File: src/rtl/simon_pkg.sv
// Types shared by the Simon game controller, pattern player and VGA driver.
// Colour codes match the driver's full-screen colour encoding.
package simon_pkg;

   typedef enum logic [1:0] {
      COL_RED   = 2'b00,
      COL_GREEN = 2'b01,
      COL_BLUE  = 2'b10,
      COL_CYAN  = 2'b11
   } color_t;

   typedef enum logic [1:0] {
      ST_IDLE = 2'd0,
      ST_SHOW = 2'd1,
      ST_GAP  = 2'd2,
      ST_DONE = 2'd3
   } player_state_t;

   function automatic int max_int(input int a, input int b);
      return (a > b) ? a : b;
   endfunction

   // Counter width with a floor of one bit so tiny parameters still elaborate.
   function automatic int width_of(input int n);
      return (n <= 2) ? 1 : $clog2(n);
   endfunction

endpackage

File: src/rtl/simon_pattern_ram.sv
// Pattern store: DEPTH x 2-bit, synchronous write, asynchronous read, no reset.
// Writes at or beyond DEPTH are dropped; out-of-range reads return red.
module simon_pattern_ram
   import simon_pkg::*;
#(
   parameter int DEPTH = 16,
   parameter int AW    = 4
) (
   input  logic          clk,
   input  logic          we_i,
   input  logic [AW-1:0] waddr_i,
   input  logic [1:0]    wdata_i,
   input  logic [AW-1:0] raddr_i,
   output logic [1:0]    rdata_o
);

   logic [1:0] mem_q [DEPTH];

   always_ff @(posedge clk) begin
      if (we_i && (int'(waddr_i) < DEPTH)) begin
         mem_q[waddr_i] <= wdata_i;
      end
   end

   always_comb begin
      rdata_o = COL_RED;
      if (int'(raddr_i) < DEPTH) begin
         rdata_o = mem_q[raddr_i];
      end
   end

endmodule

File: src/rtl/simon_pattern_player.sv
// Plays the stored Simon sequence: each step shows a colour for ON_CYCLES, then blanks for OFF_CYCLES.
// First en one cycle after start; all outputs registered; pattern writes are ignored while busy.
module simon_pattern_player
   import simon_pkg::*;
#(
   parameter int MAX_LEN    = 16,
   parameter int ON_CYCLES  = 25_000_000,
   parameter int OFF_CYCLES = 12_500_000
) (
   input  logic                         clk,
   input  logic                         rst,
   input  logic                         wr_en,
   input  logic [$clog2(MAX_LEN)-1:0]   wr_addr,
   input  logic [1:0]                   wr_color,
   input  logic                         start,
   input  logic [$clog2(MAX_LEN+1)-1:0] seq_len,
   input  logic                         abort,
   output logic                         en,
   output logic [1:0]                   color,
   output logic                         busy,
   output logic                         done
);

   localparam int IW = $clog2(MAX_LEN);
   localparam int LW = $clog2(MAX_LEN + 1);
   localparam int TW = width_of(max_int(ON_CYCLES, OFF_CYCLES));

   player_state_t state_q, state_d;
   logic [TW-1:0] timer_q, timer_d;
   logic [IW-1:0] idx_q, idx_d;
   logic [LW-1:0] len_q, len_d;
   logic          en_q, en_d;
   logic [1:0]    color_q, color_d;
   logic          busy_q, busy_d;
   logic          done_q, done_d;

   logic          start_ok;
   logic          last_on;
   logic          last_off;
   logic          last_step;
   logic          ram_we;
   logic [1:0]    ram_rdata;

   assign start_ok  = start && (seq_len != '0) && (seq_len <= LW'(MAX_LEN));
   assign last_on   = (timer_q == TW'(ON_CYCLES - 1));
   assign last_off  = (timer_q == TW'(OFF_CYCLES - 1));
   assign last_step = (LW'(idx_q) == (len_q - LW'(1)));
   // Pattern is frozen during SHOW/GAP so the sequence cannot change mid-playback.
   assign ram_we    = wr_en && ((state_q == ST_IDLE) || (state_q == ST_DONE));

   simon_pattern_ram #(
      .DEPTH (MAX_LEN),
      .AW    (IW)
   ) u_ram (
      .clk     (clk),
      .we_i    (ram_we),
      .waddr_i (wr_addr),
      .wdata_i (wr_color),
      .raddr_i (idx_d),
      .rdata_o (ram_rdata)
   );

   always_comb begin
      state_d = state_q;
      timer_d = timer_q + TW'(1);
      idx_d   = idx_q;
      len_d   = len_q;

      case (state_q)
         ST_IDLE: begin
            timer_d = '0;
            if (start_ok && !abort) begin
               state_d = ST_SHOW;
               len_d   = seq_len;
               idx_d   = '0;
            end
         end
         ST_SHOW: begin
            if (last_on) begin
               state_d = ST_GAP;
               timer_d = '0;
            end
         end
         ST_GAP: begin
            if (last_off) begin
               timer_d = '0;
               if (last_step) begin
                  state_d = ST_DONE;
               end else begin
                  state_d = ST_SHOW;
                  idx_d   = idx_q + IW'(1);
               end
            end
         end
         ST_DONE: begin
            state_d = ST_IDLE;
            timer_d = '0;
         end
         default: begin
            state_d = ST_IDLE;
            timer_d = '0;
         end
      endcase

      if (abort && (state_q != ST_IDLE)) begin
         state_d = ST_IDLE;
         timer_d = '0;
      end

      // Outputs are registered from the next state so they line up with it.
      en_d    = (state_d == ST_SHOW);
      color_d = en_d ? ram_rdata : 2'b00;
      busy_d  = (state_d == ST_SHOW) || (state_d == ST_GAP);
      done_d  = (state_d == ST_DONE);
   end

   always_ff @(posedge clk) begin
      if (!rst) begin
         state_q <= ST_IDLE;
         timer_q <= '0;
         idx_q   <= '0;
         len_q   <= '0;
         en_q    <= 1'b0;
         color_q <= 2'b00;
         busy_q  <= 1'b0;
         done_q  <= 1'b0;
      end else begin
         state_q <= state_d;
         timer_q <= timer_d;
         idx_q   <= idx_d;
         len_q   <= len_d;
         en_q    <= en_d;
         color_q <= color_d;
         busy_q  <= busy_d;
         done_q  <= done_d;
      end
   end

   assign en    = en_q;
   assign color = color_q;
   assign busy  = busy_q;
   assign done  = done_q;

endmodule

File: config.mk
export PLATFORM = sky130hd
export DESIGN_NAME = simon_pattern_player
export DESIGN_NICKNAME = d
export VERILOG_FILES = /design/src/rtl/simon_pkg.sv /design/src/rtl/simon_pattern_ram.sv /design/src/rtl/simon_pattern_player.sv
export SDC_FILE = /design/constraint.sdc
export NUM_CORES = 1
export LEC_CHECK = 0
export ABC_AREA = 1
export CAP_MARGIN = 10
export CELL_PAD_IN_SITES_DETAIL_PLACEMENT = 2
export CELL_PAD_IN_SITES_GLOBAL_PLACEMENT = 2
export CORE_MARGIN = 10
export CORE_UTILIZATION = 40
export CTS_BUF_LIST = sky130_fd_sc_hd__clkbuf_4 sky130_fd_sc_hd__clkbuf_8
export DETAILED_ROUTE_END_ITERATION = 12
export GPL_TIMING_DRIVEN = 0
export PLACE_DENSITY_LB_ADDON = 0.1
export SETUP_SLACK_MARGIN = 0.5
export SLEW_MARGIN = 20
export SYNTH_ARGS = -nofsm -noshare
export SYNTH_HDL_FRONTEND = slang
export SYNTH_SLANG_ARGS = --single-unit
File: constraint.sdc
create_clock -name clk -period 7 [get_ports clk]
set_clock_uncertainty 0.2 [all_clocks]
set_input_delay 1.05 -clock clk [delete_from_list [all_inputs] [get_ports clk]]
set_output_delay 1.05 -clock clk [all_outputs]
set_load 0.1 [all_outputs]
# Yosys cells after proc, flatten, opt, wreduce, memory -nomap -nowiden
# Memories as Yosys holds them, arrays and structs flattened. A register that Yosys moved wholly into a read port is not among the register bits.
# Index checks and enable logic that the tools add are counted.
# word_totals
in_bits	16
word_cells	53
mem_bits_rw	32
n_memories	1
ff_bits	39
# op_classes
n_mux	15
reduce_logical	16
addsub	3
magnitude_cmp	1
bitwise_logic	1
n_eq_ne	9
# mem_list
name	words	word_bits	rd	rd_ports_with_merged_regs	write_ports	line_no	rtl
u_ram.mem_q	16	2	1	1	1	simon_pattern_ram.sv:17	logic [1:0] mem_q [DEPTH];
# op_table
operator	count
$pmux W25 S3	1
$mux W25	2
$add A25 B1 Y25 const B	1
$eq A25 B24 Y1 const B	1
$eq A25 B25 Y1 const B	1
$mux W4	3
$mux W2	5
$eq A2 B2 Y1 const B	4
$pmux W2 S4	1
$pmux W4 S2	1
$eq A4 B5 Y1	1
$le A5 B5 Y1 const B	1
$logic_and A1 B1 Y1	5
$reduce_bool A5 Y1	1
$sub A5 B1 Y5 const B	1
$add A4 B1 Y4 const B	1
$eq A2 B1 Y1 const B	2
$reduce_and A2 Y1	2
$reduce_or A2 Y1	2
$logic_not A1 Y1	2
$logic_not A2 Y1	1
$logic_or A1 B1 Y1	2
$mux W1	2
$reduce_bool A2 Y1	1
$not A1 Y1	1

# Longest topological paths before layout
# logic_depth
word_depth	10
ltp_mapped	19
depth_no_buf	18

# Hierarchy
# From an unflattened synthesis, not the netlist that was laid out.
# hier_totals
hier_cells	513
area_unflattened_um2	3896.2
# by_module_without_submodules
module	instances	cells_per_inst	area_per_inst_um2
simon_pattern_player	1	356	2404.8
simon_pattern_ram	1	157	1491.4

# Worst setup path after synthesis
# OpenSTA, ideal clock, no wires.
# synth_timing
path_kind	input-to-reg
startpoint	input port seq_len[0]
endpoint	register color_q[0], in the netlist color[0] (read register of u_ram.mem_q)
setup_slack_ns	4.318
path_stages	12
n_path_buf	1
arrival_ns	2.412
required_time_ns	6.730
setup_ns	0.070
path_cell_list	nor2_1 nand3_1 nand2_1 nand4_1 a31oi_1 nand2_4 buf_2 nand3_1 nand3_1 nand3_1 nand3_1 a21oi_1
# synth_between
elab_chain_len	10
elab_cells_between_ends	13
cone_classes	1 x order compare; 1 x eq/ne; 5 x mux; 6 x reduce/logical
# synth_lines
element	line_no	rtl
from (decl)	simon_pattern_player.sv:16	input logic [$clog2(MAX_LEN+1)-1:0] seq_len,
parallel branches: the longest is 2 deep, another holds $le A5 B5 Y1	n/a	
$logic_and A1 B1 Y1 (*)	simon_pattern_player.sv:44	assign start_ok = start && (seq_len != '0) && (seq_len <= LW'(MAX_LEN));
$logic_and A1 B1 Y1 (*)	simon_pattern_player.sv:72	if (start_ok && !abort) begin
$mux W2	simon_pattern_player.sv:72	
$pmux W2 S4	simon_pattern_player.sv:69	case (state_q)
$mux W2	simon_pattern_player.sv:105	if (abort && (state_q != ST_IDLE)) begin
$eq A2 B1 Y1	simon_pattern_player.sv:111	en_d = (state_d == ST_SHOW);
$reduce_and A2 Y1 (no source line)	n/a	
$logic_not A1 Y1 (no source line)	n/a	
to (decl)	simon_pattern_player.sv:33	logic [1:0] color_q, color_d;
# Every way passes the cells marked *.
# A chain may end at the register's enable or synchronous reset.

# Worst setup path in the final report
# layout_timing
startpoint	input port seq_len[0]
endpoint	register color_q[0], in the netlist color[0] (read register of u_ram.mem_q)
# layout_between
elab_chain_len	10
elab_cells_between_ends	13
cone_classes	1 x order compare; 1 x eq/ne; 5 x mux; 6 x reduce/logical
# layout_lines
element	line_no	rtl
parallel branches: the longest is 2 deep, another holds $le A5 B5 Y1	n/a	
$logic_and A1 B1 Y1 (*)	simon_pattern_player.sv:44	
$logic_and A1 B1 Y1 (*)	simon_pattern_player.sv:72	
$mux W2 (*)	simon_pattern_player.sv:72	
$pmux W2 S4 (*)	simon_pattern_player.sv:69	
$mux W2 (*)	simon_pattern_player.sv:105	
$eq A2 B1 Y1 (*)	simon_pattern_player.sv:111	
named net en_d	simon_pattern_player.sv:32	logic en_q, en_d;
$reduce_and A2 Y1 (no source line) (*)	n/a	
$logic_not A1 Y1 (no source line) (*)	n/a	
# Mark *: on every way through the listed nets, which the timed path passes.

==> impl_metrics.yaml <==
status:
  status: "finished clean"
yosys:
  ys_seq_area_share_pct: 47.6
  synth_top_area_cell: "edfxtp_1"
  synth_common_cells: "nand2_1 (78), nor2_1 (72), inv_1 (70), nand3_1 (52), dfxtp_1 (41)"
  yosysUniqueCellTypes: 36
  synth_area_mm2: 0.00375
  synth_edf_count: 32
  syn_area_per_cell_um2: 7.89
  synth_cells: 475
  ys_ff_latch: 73
  yosys_warnings: 0
  syn-num-nets: 499
  synth_top_area_share_pct: 25.7
  synth.most_common_cell: "nand2_1"
  synth-async-reset-ratio_pct: 0
  synthTopCellsByArea: "edfxtp_1 (26%), dfxtp_1 (22%), nand2_1 (7.8%), nor2_1 (7.2%), inv_1 (7.0%)"
  synth_ff_type: "dfxtp_1"
floorplanning:
  die_w_um: 117
  die-area_mm2: 0.0136
  initial_core_util_pct: 40.7
  io_pins: 21
  die_h_um: 117
  row_count: 35
  core_area_mm2: 0.00920
detailed_routing:
  drt-wirelength-per-cell_um: 17.9
  finalWirelength_mm: 11.1
  firstDrtPassIters: 4
  drtIter0Drc: 139
  vias_per_cell: 5.35
  drc_errors: 0
  num_vias: 3322
  ant_nets: 0
setup_path:
  path_class: "primary input to register"
  required_ps: 7070
  crit_path_max_fanout: 7
  arrival_ps: 3410
  startpoint_type: "primary input"
  crit_path_end_kind: "register"
cts:
  cts_buffer_depth: 2
  postCtsHoldBufs: 0
  cts_made_buffers: 9
  cts-root-buf: "clkbuf_8"
  numClockSinks: 73
  clk_latency_ps: 340
  cts_tree: "yes"
  post_cts_resized: 0
  cts.clk_slew.worst_paths_ps: 80
  cts_setup_buffers: 0
  htree_num_levels: 3
sta:
  rsz0062_at_grt: "no"
  fin_tns_setup_ps: 0
  hold_viol_final: 0
  period_minus_slack_ps: 3340
  fin_crit_sh_pct: 47.7
  tightest_slew_ps: 1010
  slew_headroom_pct: 32.7
  holdWs_ps: 256
  slew_violations: 0
  fmax_mhz: 300
  setup_violations: 0
power:
  power.leakage_nw: 1.67
  power.density_mw_per_mm2: 252
  pwr-share-seq_pct: 43.8
  ir_worst_vdd_mv: 0.107
  p_sw_mw: 0.366
  comb_power_share_pct: 25.4
  power.internal_mw: 0.709
  power_frac_clock_pct: 30.9
  switching_share_pct: 34.1
placed_design:
  portBuffers: 19
  hpwl_mm: 8.38
  placed_cell_area_mm2: 0.00408
  place_congestion: 0.794
layout:
  layout-drive-gt1-share_pct: 7.45
  nNetsFinal: 529
  design_area_mm2: 0.00427
  antenna_cells: 0
  area_delta_synth_final_pct: 13.9
flow_run:
  cap_violations: 0
global_routing:
  grt.total_usage_pct: 17.6
  overflow: 0
  grt_max_degree: 17
  antenna_found_initial: 0
  grt_pass1_vias: 3684
  grt_first_pass_wirelength_mm: 18.9
hold_path:
  hold_path_class: "register to register"
## worst max-delay path: stages
cell and delay, ps:
clkdlybuf4s50_1 430, nor2_1 150, nand3_1 90, nand2_1 60
nand4_1 280, nor2_1 410, inv_1 190, o2111ai_1 200
ha_1 220, nand2_1 140, a21oi_1 190
## final cells by class
type / count / area, um2
Clock inverter: 6 / 58.8
Multi-Input combinational cell: 321 / 1650
Clock buffer: 10 / 131
Sequential cell: 73 / 1780
Tap cell: 111 / 139
Fill cell: 1068 / 4930
Buffer: 9 / 43.8
Timing Repair Buffer: 19 / 190
Inverter: 72 / 270
## final timing paths
kind | start | endpoint | slack, ps | cells past startpoint
worst min register to register | timer_q[0] | timer_q[0] | 260 | 1
worst max register to register | state_q[1] | color[0] | 4120 | 11
worst max-delay path | seq_len[0] | color[0] | 3660 | 11
worst min-delay path | timer_q[0] | timer_q[0] | 260 | 1
## stage by stage
step	instances	util, %	power, mW	setup slack [ps]
final	621	46.4	1.07	3660
after global routing	621	46.4	1.14	3340
after CTS	621	46.4	1.09	3680
after detailed placement	605	44.3	0.751	3350
after global placement	605	44.3	0.733	3420
after floorplan	475	-	0.667	4320
## metal layers
layer  up-vias  global-route usage, %  routed length [um]
li1       1624                      -                   -
met1      1641                   21.6                5160
met2        40                   30.7                5540
met3        17                   2.85                 239
met4         0                   5.35                 182
met5         -                      0                   0
## flip-flops by register name, indices dropped and copies added, names as in the netlist
name / count
u_ram.mem_q: 32
timer_q: 25
len_q: 5
idx_q: 4
color: 2
state_q: 2
busy: 1
done: 1
en: 1
## power groups by stage
stage | sequential (mW) | clock (mW) | combinational (mW)
floorplan | 0.500 | 0 | 0.167
global placement | 0.479 | 0 | 0.254
detailed placement | 0.480 | 0 | 0.271
CTS | 0.471 | 0.342 | 0.275
global route | 0.472 | 0.357 | 0.308
finish | 0.470 | 0.332 | 0.273
## cell families after synthesis
| kind of cell | Yosys count | synth area share, % |
|---|---|---|
| xor gates and xnor gates | 7 | 1.64 |
| DFF | 73 | 47.6 |
| and+or+nand+nor | 263 | 33.1 |
| AOI/OAI and AO/OA | 43 | 6.65 |
| buffers and inverters | 81 | 8.38 |
| adders and majority gates | 8 | 2.67 |
## cells in the final DEF (no fill, tap or decap), types with 2 or more instances in the layout
cell type / n
a21oi_1: 20
a31oi_1: 4
buf_2: 2
clkbuf_1: 6
clkbuf_8: 9
clkdlybuf4s50_1: 19
clkinv_2: 4
dfxtp_1: 41
edfxtp_1: 32
ha_1: 8
inv_1: 70
inv_2: 2
nand2_1: 78
nand2_2: 6
nand2_4: 2
nand3_1: 52
nand3b_1: 14
nand4_1: 9
nor2_1: 72
nor2_2: 3
nor3_1: 17
nor3b_1: 2
nor4_1: 3
o21ai_0: 12
xnor2_1: 2
xor2_1: 5
Note: power is estimated with default switching activity, not from simulation.
